<file path="src/rtl/multicycle_control_fsm_pkg.sv">
// multicycle_control_fsm_pkg: state codes, instruction fields and datapath mux encodings
// shared by the multicycle controller, ALU and datapath.
package multicycle_control_fsm_pkg;

    typedef enum logic [4:0] {
        S_RESET    = 5'd0,
        S_FETCH    = 5'd1,
        S_DECODE   = 5'd2,
        S_EXEC_R   = 5'd3,
        S_R_WB     = 5'd4,
        S_EXEC_I   = 5'd5,
        S_I_WB     = 5'd6,
        S_MEM_ADDR = 5'd7,
        S_MEM_RD   = 5'd8,
        S_MEM_WB   = 5'd9,
        S_MEM_WR   = 5'd10,
        S_BRANCH   = 5'd11,
        S_JUMP     = 5'd12,
        S_EXCEPT   = 5'd13
    } state_t;

    localparam logic [5:0] OP_RTYPE = 6'h00;
    localparam logic [5:0] OP_ADDI  = 6'h08;
    localparam logic [5:0] OP_LW    = 6'h23;
    localparam logic [5:0] OP_SW    = 6'h2B;
    localparam logic [5:0] OP_BEQ   = 6'h04;
    localparam logic [5:0] OP_J     = 6'h02;

    localparam logic [5:0] FN_ADD = 6'h20;
    localparam logic [5:0] FN_SUB = 6'h22;
    localparam logic [5:0] FN_AND = 6'h24;
    localparam logic [5:0] FN_OR  = 6'h25;
    localparam logic [5:0] FN_SLT = 6'h2A;

    localparam logic [2:0] ALU_ADD = 3'b000;
    localparam logic [2:0] ALU_SUB = 3'b001;
    localparam logic [2:0] ALU_AND = 3'b010;
    localparam logic [2:0] ALU_OR  = 3'b011;
    localparam logic [2:0] ALU_SLT = 3'b100;

    localparam logic [1:0] PC_ALU    = 2'b00;
    localparam logic [1:0] PC_ALUOUT = 2'b01;
    localparam logic [1:0] PC_JUMP   = 2'b10;

    localparam logic [1:0] SRCA_PC  = 2'b00;
    localparam logic [1:0] SRCA_REG = 2'b01;

    localparam logic [1:0] SRCB_B      = 2'b00;
    localparam logic [1:0] SRCB_FOUR   = 2'b01;
    localparam logic [1:0] SRCB_IMM    = 2'b10;
    localparam logic [1:0] SRCB_IMM_SH = 2'b11;

    localparam logic [2:0] ADDR_PC     = 3'b000;
    localparam logic [2:0] ADDR_ALUOUT = 3'b001;

    localparam logic [1:0] DST_RT = 2'b00;
    localparam logic [1:0] DST_RD = 2'b01;

    localparam logic [3:0] WB_ALUOUT = 4'b0000;
    localparam logic [3:0] WB_MDR    = 4'b0001;

    function automatic logic funct_legal(input logic [5:0] fn);
        return fn inside {FN_ADD, FN_SUB, FN_AND, FN_OR, FN_SLT};
    endfunction

    function automatic logic [2:0] funct_aluop(input logic [5:0] fn);
        return fn == FN_SUB ? ALU_SUB :
               fn == FN_AND ? ALU_AND :
               fn == FN_OR  ? ALU_OR  :
               fn == FN_SLT ? ALU_SLT : ALU_ADD;
    endfunction

endpackage

</file>
<file path="src/rtl/multicycle_control_fsm_wait_counter.sv">
// multicycle_control_fsm_wait_counter: 4-bit memory wait-state counter; done once
// MEM_WAIT extra cycles have elapsed in the current memory state.
module multicycle_control_fsm_wait_counter #(
    parameter int unsigned MEM_WAIT = 1
) (
    input  logic clock,
    input  logic reset,
    input  logic clear,
    input  logic enable,
    output logic done
);

    logic [3:0] count;

    always_ff @(posedge clock) begin
        if (!reset || clear)
            count <= '0;
        else if (enable && !done)
            count <= count + 4'd1;
    end

    assign done = count == 4'(MEM_WAIT);

endmodule

</file>
<file path="src/rtl/multicycle_control_fsm.sv">
// multicycle_control_fsm: Moore controller sequencing fetch/decode/execute/memory/write-back
// for the MIPS-subset multicycle datapath, with wait states and an exception path.
module multicycle_control_fsm
    import multicycle_control_fsm_pkg::*;
#(
    parameter int unsigned MEM_WAIT       = 1,
    parameter int          STATE_W        = 5,
    parameter logic [1:0]  EXC_VECTOR_SEL = 2'b11
) (
    input  logic               clock,
    input  logic               reset,
    input  logic [5:0]         Opcode,
    input  logic [5:0]         funct,
    input  logic               Zero,
    input  logic               Overflow,
    output logic               MemWR,
    output logic [2:0]         IorD,
    output logic [1:0]         ALUSrcA,
    output logic [1:0]         ALUSrcB,
    output logic [2:0]         ALUOp,
    output logic [1:0]         PCSource,
    output logic [1:0]         RegDst,
    output logic [3:0]         MemToReg,
    output logic               IRWrite,
    output logic               PCWrite,
    output logic               PCWriteCond,
    output logic               RegWrite,
    output logic               AWrite,
    output logic               BWrite,
    output logic               ALUOutWrite,
    output logic               MDRWrite,
    output logic               EPCWrite,
    output logic [STATE_W-1:0] state
);

    state_t cur, nxt;
    logic   done;
    logic   unused_zero;

    // Branch resolution is done by PCWriteCond gating in the datapath, not here.
    assign unused_zero = Zero;

    multicycle_control_fsm_wait_counter #(.MEM_WAIT(MEM_WAIT)) u_wait (
        .clock  (clock),
        .reset  (reset),
        .clear  (nxt != cur),
        .enable (cur == S_FETCH || cur == S_MEM_RD || cur == S_MEM_WR),
        .done   (done)
    );

    always_ff @(posedge clock) begin
        cur <= !reset ? S_RESET : nxt;
    end

    always_comb begin
        nxt = S_RESET;
        case (cur)
            S_RESET:    nxt = S_FETCH;
            S_FETCH:    nxt = done ? S_DECODE : S_FETCH;
            S_DECODE:
                case (Opcode)
                    OP_RTYPE:     nxt = funct_legal(funct) ? S_EXEC_R : S_EXCEPT;
                    OP_ADDI:      nxt = S_EXEC_I;
                    OP_LW, OP_SW: nxt = S_MEM_ADDR;
                    OP_BEQ:       nxt = S_BRANCH;
                    OP_J:         nxt = S_JUMP;
                    default:      nxt = S_EXCEPT;
                endcase
            S_EXEC_R:   nxt = Overflow && (funct == FN_ADD || funct == FN_SUB) ? S_EXCEPT : S_R_WB;
            S_EXEC_I:   nxt = Overflow ? S_EXCEPT : S_I_WB;
            S_MEM_ADDR: nxt = Opcode == OP_SW ? S_MEM_WR : S_MEM_RD;
            S_MEM_RD:   nxt = done ? S_MEM_WB : S_MEM_RD;
            S_MEM_WR:   nxt = done ? S_FETCH : S_MEM_WR;
            S_R_WB, S_I_WB, S_MEM_WB, S_BRANCH, S_JUMP, S_EXCEPT: nxt = S_FETCH;
            default:    nxt = S_RESET;
        endcase
    end

    always_comb begin
        MemWR       = 1'b0;
        IorD        = ADDR_PC;
        ALUSrcA     = SRCA_PC;
        ALUSrcB     = SRCB_B;
        ALUOp       = ALU_ADD;
        PCSource    = PC_ALU;
        RegDst      = DST_RT;
        MemToReg    = WB_ALUOUT;
        IRWrite     = 1'b0;
        PCWrite     = 1'b0;
        PCWriteCond = 1'b0;
        RegWrite    = 1'b0;
        AWrite      = 1'b0;
        BWrite      = 1'b0;
        ALUOutWrite = 1'b0;
        MDRWrite    = 1'b0;
        EPCWrite    = 1'b0;
        case (cur)
            S_FETCH: begin
                IRWrite = done;
                PCWrite = done;
                ALUSrcB = done ? SRCB_FOUR : SRCB_B;
            end
            S_DECODE: begin
                AWrite      = 1'b1;
                BWrite      = 1'b1;
                ALUOutWrite = 1'b1;
                ALUSrcB     = SRCB_IMM_SH;
            end
            S_EXEC_R: begin
                ALUSrcA     = SRCA_REG;
                ALUOp       = funct_aluop(funct);
                ALUOutWrite = 1'b1;
            end
            S_R_WB: begin
                RegWrite = 1'b1;
                RegDst   = DST_RD;
            end
            S_EXEC_I, S_MEM_ADDR: begin
                ALUSrcA     = SRCA_REG;
                ALUSrcB     = SRCB_IMM;
                ALUOutWrite = 1'b1;
            end
            S_I_WB:   RegWrite = 1'b1;
            S_MEM_RD: begin
                IorD     = ADDR_ALUOUT;
                MDRWrite = done;
            end
            S_MEM_WB: begin
                RegWrite = 1'b1;
                MemToReg = WB_MDR;
            end
            S_MEM_WR: begin
                IorD  = ADDR_ALUOUT;
                MemWR = 1'b1;
            end
            S_BRANCH: begin
                ALUSrcA     = SRCA_REG;
                ALUOp       = ALU_SUB;
                PCWriteCond = 1'b1;
                PCSource    = PC_ALUOUT;
            end
            S_JUMP: begin
                PCWrite  = 1'b1;
                PCSource = PC_JUMP;
            end
            S_EXCEPT: begin
                EPCWrite = 1'b1;
                PCWrite  = 1'b1;
                PCSource = EXC_VECTOR_SEL;
            end
            default: ;
        endcase
    end

    assign state = STATE_W'(cur);

endmodule

</file>
<file path="config.mk">
export PLATFORM = sky130hd
export DESIGN_NAME = multicycle_control_fsm
export DESIGN_NICKNAME = d
export VERILOG_FILES = /design/src/rtl/multicycle_control_fsm_pkg.sv /design/src/rtl/multicycle_control_fsm_wait_counter.sv /design/src/rtl/multicycle_control_fsm.sv
export SDC_FILE = /design/constraint.sdc
export NUM_CORES = 1
export LEC_CHECK = 0
export ABC_AREA = 0
export ABC_CLOCK_PERIOD_IN_PS = 3330
export CAP_MARGIN = 20
export CORE_ASPECT_RATIO = 1.1
export CORE_MARGIN = 5
export CORE_UTILIZATION = 45
export CTS_BUF_LIST = sky130_fd_sc_hd__clkbuf_8
export DETAILED_ROUTE_END_ITERATION = 10
export GPL_ROUTABILITY_DRIVEN = 0
export HOLD_SLACK_MARGIN = 0.06
export PLACE_DENSITY_LB_ADDON = 0.05
export SLEW_MARGIN = 0
export SYNTH_ARGS = -nofsm -noshare
export SYNTH_HDL_FRONTEND = slang
export SYNTH_SLANG_ARGS = --single-unit
</file>
<file path="constraint.sdc">
create_clock -name clock -period 3.33 [get_ports clock]
set_input_delay 0.666 -clock clock [delete_from_list [all_inputs] [get_ports clock]]
set_output_delay 0.666 -clock clock [all_outputs]
set_load 0.01 [all_outputs]
</file>
==> results.txt <==
The routed layout has approximately 1.1k vias. Counting flops with a built-in enable in the synthesized netlist gives 0. The remaining routing DRC violations came out at 0.

Counting both buffers and inverters, the worst setup path holds a total of 2. The nature of the critical path endpoint is an output port. The routing usage on met3 came out at 3.49%. Sequential cells were found to cover about 16% of the synthesized design area. The post-layout net count is approximately 190. The proportion of layout cells with a drive suffix above 1 is under 10%. The synthesis-to-layout area growth is 40.3%. The post-CTS clock slew at the launch and capture registers of the worst setup and hold paths came out at about 0.04 ns. The register bit total from synthesis is 8. The final count of pins violating max slew came out at 0.

The TritonCTS clock tree is yes. In this run the worst hold path is classified as flip-flop to flip-flop. The biggest area contributor in the post-synthesis netlist is dfxtp_1. The count of buffers added on input and output ports is 39.

The via density per instance is around 5.2. The required time reported for the critical path endpoint is approximately 2.7 ns. Hold is met by ~0.56 ns.

The share of synthesized flip-flops with an asynchronous set or reset came out at 0%. The clock period minus final worst setup slack is 3.12 ns. The synthesized netlist cell count came out at ~140. For this block, the routed nets add up to 2640 um of wire. The wire length per cell is between 10 and 15 um. The fmax came out at between 300 and 400 MHz.

Once placement completed, the tool counted placed cells totaling 200. At the placement stage, the worst setup path has a slack of approximately 0.10 ns. The worst setup path is of the input pin to output port kind.

The standard cell with the maximum stage delay on the critical path is clkdlybuf4s50_1. Global routing used a little over a fifth of the available met1 tracks. Total power for the finished layout comes to 333 uW. Ranked by total cell area, the synthesized netlist is headed by dfxtp_1, nor2_1, buf_4, o21ai_0, nand2_1. Dividing total power by cell area gives a power density of ~240 nW/um^2.

In this run the number of H-tree levels came out at 1. Counting stages on the worst path, the most repeated cell is clkdlybuf4s50_1. The layer flagged by global routing as most heavily used is met2. The final clock period utilization by the worst path is 93.8%. The clock sink count is 8. The number of buffers inserted during clock tree synthesis is 3. The leakage dissipation is between 0.5 and 0.6 nW. The number of inserted diodes is 0. The data arrival at the endpoint of the critical path is 2.46 ns. Detailed placement finished with a half-perimeter wire length of around 2100 um.

The floorplan die height is roughly 60 um. The setup violation total in the final timing report came out at 0. Yosys printed 0 warnings.

The number of antenna violations at the first check in global routing is 0. After routing, the total negative slack on setup checks comes to 0 ns. IR analysis of the VDD net gives a maximum drop of between 300 and 400 uV. The number of different library cells in the post-synthesis netlist came out at 48. The mean instance size in the synthesized netlist came out at a little over 7 sq um. The area share of the largest cell type after synthesis is 15.9%. The final non-filler cell total came out at around 200. The number of core rows came out at 18. The total routing usage reported by global routing is approximately 17%.

The clock latency on the worst-skew pair came out at ~0.22 ns. The final count of hold timing violations is 0. Setup repair after global routing left no endpoint under its margin. The number of hold buffers added after CTS came out at 0. Walking the worst path, the cells encountered are clkdlybuf4s50_1, nor2b_1, nand4_1, nor4b_2, clkdlybuf4s50_1. The kind of cell with the highest combined delay on the critical path is buffers and inverters. The first global-routing pass estimated about 4200 um of wire.

After synthesis the cells add up to 1010 sq um. The leftover overflow at the end of global routing came out at 0. The normalized max-slew margin is between 50% and 60%. The largest net degree at the start of global routing is 20.

Max-cap violations in this run came to 0. The routing usage on met2 is 29.4%. The area of the core came out at around 2200 sq um.

The transition time at the pin with the least slew margin came out at approximately 0.63 ns. The setup slack of the critical path after layout came out at 0.206 ns. The clock root buffer master is clkbuf_8. The worst clock skew on the final layout came out at 0.00114 ns. The initial utilization of the core area, before any placement, comes to a little under half. The number of search-and-repair iterations in the first detailed-routing pass came out at 4.

The highest cell delay on the worst timing path came out at about 0.58 ns. The number of global-route vias before repair is around 990. STA classifies the critical path startpoint as an input pin. The flow ran to the end, and the final reports show no timing, DRC or antenna violations. The number of top-level pins came out at just under 50.

Fill cells in the final layout number approximately 210. The remaining number of nets flagged by the antenna check after routing is 0. No sink is reached through more buffers than the 2 on the longest clock path. The overall die area is about 3300 sq um.

The violation count after the first detailed-routing iteration came out at 19. The top flip-flop cell by instance count after synthesis is dfxtp_1. The largest fanout of any net on the critical path came out at 4.

The horizontal die dimension came out at between 50 and 60 um.
## cells in the mapped netlist (2+ instances only)
library cell and number:
mux2i_1 3, o211ai_1 2, nor3b_1 2, buf_4 9, buf_1 2, nor4b_1 2
and4b_1 2, a22oi_1 2, a21oi_1 6, nor4_1 2, nand4_1 2, nand2_1 9
ha_1 2, nor3_1 4, and3_1 3, inv_1 7, or2_2 2, clkbuf_1 2
nor2b_1 4, o21ai_0 7, xor2_1 3, nand2b_1 5, o21a_1 3, dfxtp_1 8
buf_2 6, o221ai_1 2, nor2_1 19
## what timing repair did
action                     CTS  global route
setup buffers                0             0
gates resized for setup      0             1
setup endpoints to repair    0             1
## path summary, 6_finish.rpt
check	cells after the start	end	slack, ns	startpoint
setup reg to reg	6	u_wait.count[1]$_SDFFE_PP0P_	1.21	state[1]$_SDFF_PN0_
hold / removal	2	u_wait.count[1]$_SDFFE_PP0P_	0.56	u_wait.count[1]$_SDFFE_PP0P_
hold reg to reg	2	u_wait.count[1]$_SDFFE_PP0P_	0.56	u_wait.count[1]$_SDFFE_PP0P_
setup / recovery	5	ALUOp[1]	0.21	funct[5]
## flip-flops by register name, indices dropped and copies added (netlist names)
signal        cells
state             4
u_wait.count      4
## metal layers
metal	share of wire (%)	routed length, um	vias to the layer above
li1	-	-	544
met4	0.72	19	0
met1	43	1140	477
met3	7.2	189	4
met5	0	0	-
met2	49	1290	37
## worst reg2reg max path, delay by kind of cell (launching register included)
family	cells	cell delay (ns)
flops	1	0.72
mux	1	0.22
compound gates	2	0.51
simple gates	3	0.59
## stage by stage
| stage | area, sq um | util, % |
|---|---|---|
| 2_1_floorplan | 1030 | - |
| 3_3_place_gp | 1370 | 62.6 |
| 3_5_place_dp | 1370 | 62.6 |
| 4_1_cts | 1410 | 64.5 |
| 5_1_grt | 1420 | 64.8 |
| 6_report | 1420 | 64.8 |
## cells by family (layout without fill, tap and decap cells)
group           count (synthesis)  count (layout)  synth area share (%)
compound gates                 31              31                  21.6
xor+xnor                        4               4                  3.47
fa+ha+maj                       2               2                  2.48
buf+inv                        27              52                  14.3
flops                           8               8                  15.9
mux                             4               4                  4.47
other cells                     1               8                 0.372
simple gates                   64              64                  37.5
## where the power goes
group	total [mW]	switching, mW	internal (mW)
combinational	0.112	0.0566	0.0554
clock	0.113	0.0347	0.0780
sequential	0.109	0.00810	0.101
## placed cells by master, fill, tap and decap left out, types with 3 or more instances in the layout
cell type        count
a21oi_1              6
and3_1               3
buf_4                3
clkbuf_8             3
clkdlybuf4s50_1     39
conb_1               8
dfxtp_1              8
inv_1                7
mux2i_1              3
nand2_1              9
nand2b_1             5
nor2_1              19
nor2b_1              4
nor3_1               4
o21a_1               3
o21ai_0              7
xor2_1               3
## cell type report
class	count	area (sq um)	area share [%]
clock buffer	3	41.3	2.92
inverter	7	26.3	1.86
multi-input combinational	113	737	52.1
sequential	8	160	11.3
tap	30	37.5	2.65
timing repair buffer	42	413	29.2
Note: power is estimated with default switching activity, not from simulation.
